$ cat src/rtl/boot_load_ctrl_pkg.sv
// Shared constants for the boot loader: state encodings, default sizes, length check.
// Optional trailing-checksum feature is enabled by defining BOOT_CHECKSUM_EN.
package boot_load_ctrl_pkg;

    localparam int unsigned XLEN         = 32;
    localparam int unsigned BOOT_ADDR_W  = 14;
    localparam int unsigned BOOT_TIMEOUT = 1_000_000;
    localparam int unsigned LEN_W        = 16;

    localparam logic [2:0] S_LEN0 = 3'd0;
    localparam logic [2:0] S_LEN1 = 3'd1;
    localparam logic [2:0] S_DATA = 3'd2;
    localparam logic [2:0] S_CSUM = 3'd3;
    localparam logic [2:0] S_RUN  = 3'd4;
    localparam logic [2:0] S_ERR  = 3'd5;

    // True when a word count does not fit in a RAM of 2**addr_w words.
    function automatic logic len_exceeds(input logic [LEN_W-1:0] len, input int unsigned addr_w);
        return 32'(len) > (32'd1 << addr_w);
    endfunction

endpackage

$ cat src/rtl/boot_load_ctrl_word_pack.sv
// Assembles little-endian 32-bit words from a byte stream; flags the word on its 4th byte.
module boot_word_pack
    import boot_load_ctrl_pkg::*;
(
    input  logic            clk,
    input  logic            rst_n,
    input  logic            i_byte_vld,
    input  logic [7:0]      i_byte,
    output logic            o_word_vld_c,
    output logic [XLEN-1:0] o_word_c
);

    logic [1:0]      r_byte_idx;
    logic [XLEN-9:0] r_lanes;

    // Lower three lanes shift down so the oldest byte lands in bits [7:0].
    always_ff @(posedge clk) begin
        if (!rst_n) begin
            r_byte_idx <= 2'd0;
            r_lanes    <= '0;
        end else if (i_byte_vld) begin
            r_byte_idx <= r_byte_idx + 2'd1;
            r_lanes    <= {i_byte, r_lanes[XLEN-9:8]};
        end
    end

    assign o_word_vld_c = i_byte_vld && (r_byte_idx == 2'd3);
    assign o_word_c     = {i_byte, r_lanes};

endmodule

$ cat src/rtl/boot_load_ctrl.sv
// Framed UART program loader: length header, data words to instruction RAM, core held until done.
// Define BOOT_CHECKSUM_EN to require a trailing modulo-256 data checksum byte.
module boot_load_ctrl
    import boot_load_ctrl_pkg::*;
#(
    parameter int unsigned ADDR_W      = BOOT_ADDR_W,
    parameter int unsigned TIMEOUT_CYC = BOOT_TIMEOUT
) (
    input  logic              clk,
    input  logic              rst_n,
    input  logic              uart_done,
    input  logic [7:0]        uart_byte,
    output logic              imem_we,
    output logic [ADDR_W-1:0] imem_addr,
    output logic [XLEN-1:0]   imem_wdata,
    output logic              cpu_hold,
    output logic              boot_done,
    output logic              boot_err
);

    localparam int unsigned CNT_W = ADDR_W + 1;
    localparam int unsigned TO_W  = $clog2(TIMEOUT_CYC + 1);

`ifdef BOOT_CHECKSUM_EN
    localparam logic [2:0] S_POST_DATA = S_CSUM;
`else
    localparam logic [2:0] S_POST_DATA = S_RUN;
`endif

    logic [2:0]       r_state;
    logic [2:0]       w_state_nxt;
    logic [LEN_W-1:0] r_len;
    logic [CNT_W-1:0] r_word_cnt;
    logic [TO_W-1:0]  r_to_cnt;
    logic [LEN_W-1:0] w_len_full;
    logic             w_data_vld;
    logic             w_word_vld;
    logic [XLEN-1:0]  w_word;
    logic             w_last_word;
    logic             w_to_active;
    logic             w_to_expire;

    assign w_len_full  = {uart_byte, r_len[7:0]};
    assign w_data_vld  = uart_done && (r_state == S_DATA);
    assign w_last_word = (32'(r_word_cnt) + 32'd1) == 32'(r_len);
    assign w_to_active = (r_state == S_LEN1) || (r_state == S_DATA) || (r_state == S_CSUM);
    // A byte arriving on the terminal count wins over the abort.
    assign w_to_expire = w_to_active && !uart_done && (r_to_cnt == TO_W'(TIMEOUT_CYC - 1));

    boot_word_pack u_word_pack (
        .clk          (clk),
        .rst_n        (rst_n),
        .i_byte_vld   (w_data_vld),
        .i_byte       (uart_byte),
        .o_word_vld_c (w_word_vld),
        .o_word_c     (w_word)
    );

`ifdef BOOT_CHECKSUM_EN
    logic [7:0] r_sum;

    always_ff @(posedge clk) begin
        if (!rst_n) begin
            r_sum <= 8'd0;
        end else if (w_data_vld) begin
            r_sum <= r_sum + uart_byte;
        end
    end
`endif

    // Next-state logic.
    always_comb begin
        w_state_nxt = r_state;
        case (r_state)
            S_LEN0: begin
                if (uart_done) w_state_nxt = S_LEN1;
            end
            S_LEN1: begin
                if (uart_done) begin
                    if (w_len_full == '0)                   w_state_nxt = S_RUN;
                    else if (len_exceeds(w_len_full, ADDR_W)) w_state_nxt = S_ERR;
                    else                                      w_state_nxt = S_DATA;
                end else if (w_to_expire) begin
                    w_state_nxt = S_ERR;
                end
            end
            S_DATA: begin
                if (w_word_vld && w_last_word) w_state_nxt = S_POST_DATA;
                else if (w_to_expire)          w_state_nxt = S_ERR;
            end
`ifdef BOOT_CHECKSUM_EN
            S_CSUM: begin
                if (uart_done)        w_state_nxt = (uart_byte == r_sum) ? S_RUN : S_ERR;
                else if (w_to_expire) w_state_nxt = S_ERR;
            end
`endif
            default: w_state_nxt = r_state;
        endcase
    end

    always_ff @(posedge clk) begin
        if (!rst_n) begin
            r_state    <= S_LEN0;
            r_len      <= '0;
            r_word_cnt <= '0;
            r_to_cnt   <= '0;
            imem_we    <= 1'b0;
            imem_addr  <= '0;
            imem_wdata <= '0;
            cpu_hold   <= 1'b1;
            boot_done  <= 1'b0;
            boot_err   <= 1'b0;
        end else begin
            r_state <= w_state_nxt;
            if (uart_done && (r_state == S_LEN0)) r_len[7:0]  <= uart_byte;
            if (uart_done && (r_state == S_LEN1)) r_len[15:8] <= uart_byte;

            // Address is captured before the count advances.
            imem_we <= w_word_vld;
            if (w_word_vld) begin
                imem_addr  <= r_word_cnt[ADDR_W-1:0];
                imem_wdata <= w_word;
                r_word_cnt <= r_word_cnt + CNT_W'(1);
            end

            if (uart_done || !w_to_active) r_to_cnt <= '0;
            else                           r_to_cnt <= r_to_cnt + TO_W'(1);

            cpu_hold  <= (r_state != S_RUN);
            boot_done <= (r_state == S_RUN);
            boot_err  <= (r_state == S_ERR);
        end
    end

endmodule

$ cat config.mk
export PLATFORM = sky130hd
export DESIGN_NAME = boot_load_ctrl
export DESIGN_NICKNAME = d
export VERILOG_FILES = /design/src/rtl/boot_load_ctrl_pkg.sv /design/src/rtl/boot_load_ctrl_word_pack.sv /design/src/rtl/boot_load_ctrl.sv
export SDC_FILE = /design/constraint.sdc
export NUM_CORES = 1
export LEC_CHECK = 0
export CAP_MARGIN = 20
export CORE_ASPECT_RATIO = 1.5
export CORE_MARGIN = 2
export CORE_UTILIZATION = 57
export CTS_CLUSTER_DIAMETER = 40
export DETAILED_ROUTE_END_ITERATION = 10
export PLACE_DENSITY = 0.8
export SYNTH_ARGS = -nofsm -noshare
export SYNTH_HDL_FRONTEND = slang
export SYNTH_HIERARCHICAL = 1
export SYNTH_SLANG_ARGS = --single-unit
$ cat constraint.sdc
create_clock -name clk -period 3.8 [get_ports clk]
set_input_delay 0.95 -clock clk [delete_from_list [all_inputs] [get_ports clk]]
set_output_delay 0.95 -clock clk [all_outputs]
set_load 0.02 [all_outputs]
==> flow_summary.yaml, run 1 <==
place:
  place.gp.congestion: 0.893
  pre_cts_slack_ps: 571
  dp.cells: 754
  io_buffers: 60
  place_hpwl_um: 8790
  placed_cell_area_mm2: 0.00640
route:
  drt-initial-drc-count: 251
  detail_route.wl_per_cell_um: 16.4
  route.detailed.drc: 0
  via_per_inst: 5.65
  finalWirelength_um: 12900
  vias: 4429
  drt-pass1-iter-count: 4
  ant_nets: 0
power:
  p_leak_nw: 2.29
  seqPwrFrac: 0.441
  ir_drop_mv: 0.315
  power.switching_mw: 0.649
  total_power_mw: 3.15
  pwr-share-comb: 0.037
  sw_frac_of_total: 0.206
  power_density_mw_per_mm2: 451
  clockPowerShare: 0.522
  internal_power_mw: 2.50
critical_path:
  worstPathArrival_ps: 3190
  crit_required_ps: 4070
  r2r_start: "r_word_cnt[0]"
  reg2regPathDepth: 7
  ff2ff_setup_slack_ps: 880
  crit_fanout: 8
  critPathKind: "register to register"
  crit_start: "r_word_cnt[0]"
  reg2reg_to: "r_state[0]"
  end_kind: "register"
  startpoint_type: "register"
timing:
  rsz0062_at_grt: "false"
  max_slew.worst_pin.slew_ps: 878
  finalMaxSlewViolations: 0
  setup_viol: 0
  max_slew_margin: 0.410
  period_share: 0.768
  hold_violations: 0
  worst_slack_ps: 881
  timing.hold.ws_ps: 467
  fin_skew_ps: 8.09
  setup_tns_ps: 0
  fmax_ghz: 0.343
  finalCriticalPeriod_ps: 2920
grt:
  overflow: 0
  grt_pass1_vias: 4384
  antenna_found_initial: 0
  grt_pass1_wl_um: 21200
  grt_max_degree: 90
  track_usage: 0.243
finish:
  antenna_cells: 0
  layout.nets: 670
  final_area_mm2: 0.00700
  utilization: 0.694
  final_cells: 784
  drive_gt1_frac: 0.0645
  area_growth_pct: 19.4
run_status:
  status: "completed"
hold_path:
  hold_path_class: "register to register"
  min_to: "r_len[10]"
  hold_depth: 2
  worstHoldStart: "r_len[10]"
floorplanning:
  core_area_mm2: 0.0101
  ioPinCount: 61
  die_w_um: 86.8
  rows: 45
  fp.dieH_um: 128
  die_area_mm2: 0.0111
  initial_core_util: 0.582
synthesis:
  ys_types: 57
  ys.flop_type: "dfxtp_1"
  synth.area.mux_share: 0.121
  synth-compound-area-share: 0.0655
  synth_edf_count: 0
  synth_warnings: 6
  synth_seq_area_share: 0.444
  synthAdderAreaFrac: 0.00640
  synthCells: 615
  synth_xor_area_frac: 0.0762
  ys_ff_latch: 130
  syn-num-nets: 629
  synth-simple-area-share: 0.238
  synth_top_family_by_area: "simple AND/OR/NAND/NOR gates"
  synth_area_mm2: 0.00586
  synth_async_sr_flop_share: 0
  avgSynthCellArea_um2: 9.53
clock_network:
  hold_buffers: 0
  cts_buffers: 17
  htreeDepth: 4
  post_cts_buffers: 0
  clock_latency_ps: 410
  clkTransAtPathRegs_ps: 60
  cts.sinks: 130
  cts_tree: "built"
  cts-root-buf: "clkbuf_16"
  post_cts_resized: 0
  clk_path_buf_depth: 2
job:
  drv_cap: 0
==> worst max-delay path by stage <==
| stage | end | depth (start not counted) | slack (ps) |
|---|---|---|---|
| 5_1_grt | r_state[0] | 7 | 730 |
| 2_1_floorplan | imem_addr[0] | 9 | 870 |
| 6_report | r_state[0] | 7 | 880 |
| 3_3_place_gp | r_state[0] | 8 | 610 |
| 3_5_place_dp | r_state[0] | 8 | 570 |
| 4_1_cts | r_state[0] | 7 | 890 |
==> sequential cells by signal, indices dropped and copies added (netlist names) <==
register / flops
imem_wdata: 32
u_word_pack/r_lanes: 24
r_to_cnt: 20
r_len: 16
r_word_cnt: 15
imem_addr: 14
r_state: 3
u_word_pack/r_byte_idx: 2
boot_done: 1
boot_err: 1
cpu_hold: 1
imem_we: 1
==> Yosys cell counts, drive strengths merged, types with 10 or more instances <==
cell type / n / area share
xor2: 24 / 0.036
nor2b: 73 / 0.078
clkbuf: 24 / 0.019
and2: 19 / 0.020
nor2: 33 / 0.022
buf: 19 / 0.025
mux2i: 71 / 0.12
nand3: 26 / 0.023
dfxtp: 130 / 0.44
xnor2: 27 / 0.040
nand2: 53 / 0.034
nor4: 10 / 0.012
a21boi: 20 / 0.026
==> power groups by stage <==
stage	registers [mW]	clock network, mW	logic, mW
detailed placement	1.42	0	0.113
global placement	1.42	0	0.111
floorplan	1.41	0	0.0902
CTS	1.39	1.66	0.115
finish	1.39	1.65	0.115
global route	1.39	1.73	0.126
==> cell usage in the layout (no fill, tap or decap), types with 3 or more instances in the layout <==
master,instances
a21boi_1,17
a21oi_1,5
a31oi_1,3
and2_1,18
and3_1,5
buf_4,4
bufinv_16,3
clkbuf_16,17
clkbuf_8,3
clkdlybuf4s50_1,59
dfxtp_1,130
ha_1,3
inv_1,8
mux2i_1,71
nand2_1,53
nand2b_1,4
nand3_1,25
nand4_1,9
nor2_1,32
nor2b_1,73
nor3_1,8
nor4_1,9
o2111ai_1,3
o211ai_1,3
o21ai_0,6
or3_1,4
xnor2_1,27
xor2_1,24
==> area by class of cell <==
cell class                 instances  area [µm²]
multi-input combinational        434        2970
timing repair buffer              65         646
clock buffer                      22         474
clock inverter                     8         128
fill                             795        3080
inverter                           8        30.0
sequential                       130        2600
tap                              117         146
==> logic make-up after synthesis <==
| kind of cell | Yosys count |
|---|---|
| flops | 130 |
| xor+xnor | 51 |
| mux | 71 |
| compound gates | 53 |
| buf+inv | 51 |
| simple gates | 256 |
| fa+ha+maj | 3 |
==> layer usage <==
metal,share of wire,global-route usage,vias to the layer above,wire length [µm]
met4,0.024,0.102,0,312
met3,0.030,0.0599,32,381
li1,-,-,2165,-
met5,0,0,-,0
met1,0.40,0.256,2133,5130
met2,0.55,0.449,99,7030
==> worst max-delay path, stage by stage (launching register included) <==
cell and delay [ps]:
dfxtp_1 500, ha_1 220, nand4_1 310, nor4_1 620, xor2_1 170, o311a_2 370
nor4_2 420, o31ai_1 160
Note: power is estimated with default switching activity, not from simulation.
==> run 2: changes to the inputs <==
- clock period: 3.8 -> 2.79 ns (I/O delays scaled with it)
==> run 2 against run 1 <==
Effect of this change:
- clock power up 28%
- combinational power up 50%
- core utilization grew 1.2 points
- critical endpoint unchanged
- register-to-register slack worse by 630 ps
- hold slack gained 2.4 ps
- clock-buffer cell count down 2
==> flow_summary.yaml, run 2 (same netlist as run 1, synthesis figures left out) <==
critical_path:
  startpoint_type: "register"
  end_kind: "register"
  crit_buf_inv: 1
  cp-endpoint: "r_state[0]"
  reg2reg_to: "r_state[0]"
  worstPathCellList: "nand3_1 > nor4_1 > buf_4 > xor2_1 > o311a_2 > nor4_2 > o31ai_1"
  ff2ff_setup_slack_ps: 250
  worstPathArrival_ps: 2810
  crit_start: "r_word_cnt[5]"
  critPathKind: "register to register"
  r2r_start: "r_word_cnt[5]"
  crit_fanout: 9
  critPathSlowestCell: "dfxtp_1"
  reg2regPathDepth: 7
  critPathTopFamily: "simple AND/OR/NAND/NOR gates"
  crit_required_ps: 3070
  max_stage_delay_ps: 510
  worstSetupPathDepth: 7
clock_network:
  cts-root-buf: "clkbuf_16"
  clock_latency_ps: 410
  clkTransAtPathRegs_ps: 50
  cts.sinks: 130
  post_cts_resized: 0
  post_cts_buffers: 0
  cts_tree: "built"
  hold_buffers: 0
  htreeDepth: 4
  cts_buffers: 17
  clk_path_buf_depth: 2
power:
  seqPwrFrac: 0.453
  total_power_mw: 4.18
  power_density_mw_per_mm2: 587
  ir_drop_mv: 0.518
  power.switching_mw: 0.928
  pwr-share-comb: 0.041
  p_leak_nw: 2.38
  clockPowerShare: 0.505
  sw_frac_of_total: 0.222
  internal_power_mw: 3.25
finish:
  regMostFlops: "imem_wdata"
  area_growth_pct: 21.4
  final_area_mm2: 0.00712
  drive_gt1_frac: 0.0959
  top_regs: "imem_wdata x32, u_word_pack/r_lanes x24, r_to_cnt x20"
  fillers: 769
  antenna_cells: 0
  largest_reg_flops: 32
  layout.nets: 690
  final_cells: 805
  layout_common_cells: "dfxtp_1, nor2b_1, mux2i_1, clkdlybuf4s50_1, nand2_1"
  layout.cells.most_common: "dfxtp_1"
  utilization: 0.706
grt:
  grtUsageMet2: 0.445
  grt_max_degree: 88
  overflow: 0
  track_usage: 0.243
  grt_pass1_vias: 4520
  use_met1: 0.247
  grt_most_used_layer: "met2"
  grt_pass1_wl_um: 21000
  gr-usage-met3: 0.0560
  antenna_found_initial: 0
place:
  place_hpwl_um: 9110
  place.gp.congestion: 0.897
  dp.cells: 774
  placed_cell_area_mm2: 0.00655
  pre_cts_slack_ps: 135
  io_buffers: 60
timing:
  fin_skew_ps: 7.56
  finalMaxSlewViolations: 0
  setup_tns_ps: 0
  timing.hold.ws_ps: 469
  rsz0062_at_grt: "false"
  hold_violations: 0
  finalCriticalPeriod_ps: 2540
  period_share: 0.910
  worst_slack_ps: 251
  setup_viol: 0
  max_slew_margin: 0.566
  max_slew.worst_pin.slew_ps: 651
  fmax_ghz: 0.394
route:
  via_per_inst: 5.45
  route.detailed.drc: 0
  ant_nets: 0
  drt-initial-drc-count: 220
  finalWirelength_um: 13000
  detail_route.wl_per_cell_um: 16.1
  vias: 4389
  drt-pass1-iter-count: 5
job:
  drv_cap: 0
floorplanning:
  ioPinCount: 61
  rows: 45
  die_area_mm2: 0.0111
  initial_core_util: 0.582
  core_area_mm2: 0.0101
  fp.dieH_um: 128
  die_w_um: 86.8
hold_path:
  hold_path_class: "register to register"
run_status:
  status: "completed"
run 2: worst reg2reg max path: stages (launching register included):
cell and delay (ps):
dfxtp_1 510, nand3_1 320, nor4_1 440, buf_4 190, xor2_1 60, o311a_2 340
nor4_2 410, o31ai_1 140
run 2: routing by layer:
| layer | wire [µm] | vias up |
|---|---|---|
| met5 | 0 | - |
| met4 | 485 | 0 |
| met3 | 268 | 32 |
| met2 | 7010 | 68 |
| met1 | 5200 | 2091 |
| li1 | - | 2198 |
run 2: area by class of cell:
class                   instances  area, µm²  area share
clock buffers                  20        467      0.0656
clock inverters                11        104      0.0146
inverters                       8       30.0     0.00422
multi-input cells             434       2970       0.418
flip-flops and latches        130       2600       0.366
well taps                     117        146      0.0206
repair buffers                 85        796       0.112
run 2: worst min-delay path by stage:
stage	depth (start not counted)	endpoint	start	slack (ps)
6_report	2	r_len[10]	r_len[10]	470
5_1_grt	1	r_to_cnt[0]	r_to_cnt[0]	500
4_1_cts	2	r_len[10]	r_len[10]	470
3_5_place_dp	2	r_len[10]	r_len[10]	460
3_3_place_gp	2	r_len[11]	r_len[11]	460
2_1_floorplan	1	r_to_cnt[0]	r_to_cnt[0]	440
run 2: power groups by stage:
stage	clock (mW)	combinational [mW]	sequential (mW)
floorplan	0	0.123	1.93
global placement	0	0.168	1.93
detailed placement	0	0.171	1.93
CTS	2.12	0.173	1.89
global route	2.22	0.187	1.89
finish	2.11	0.173	1.89
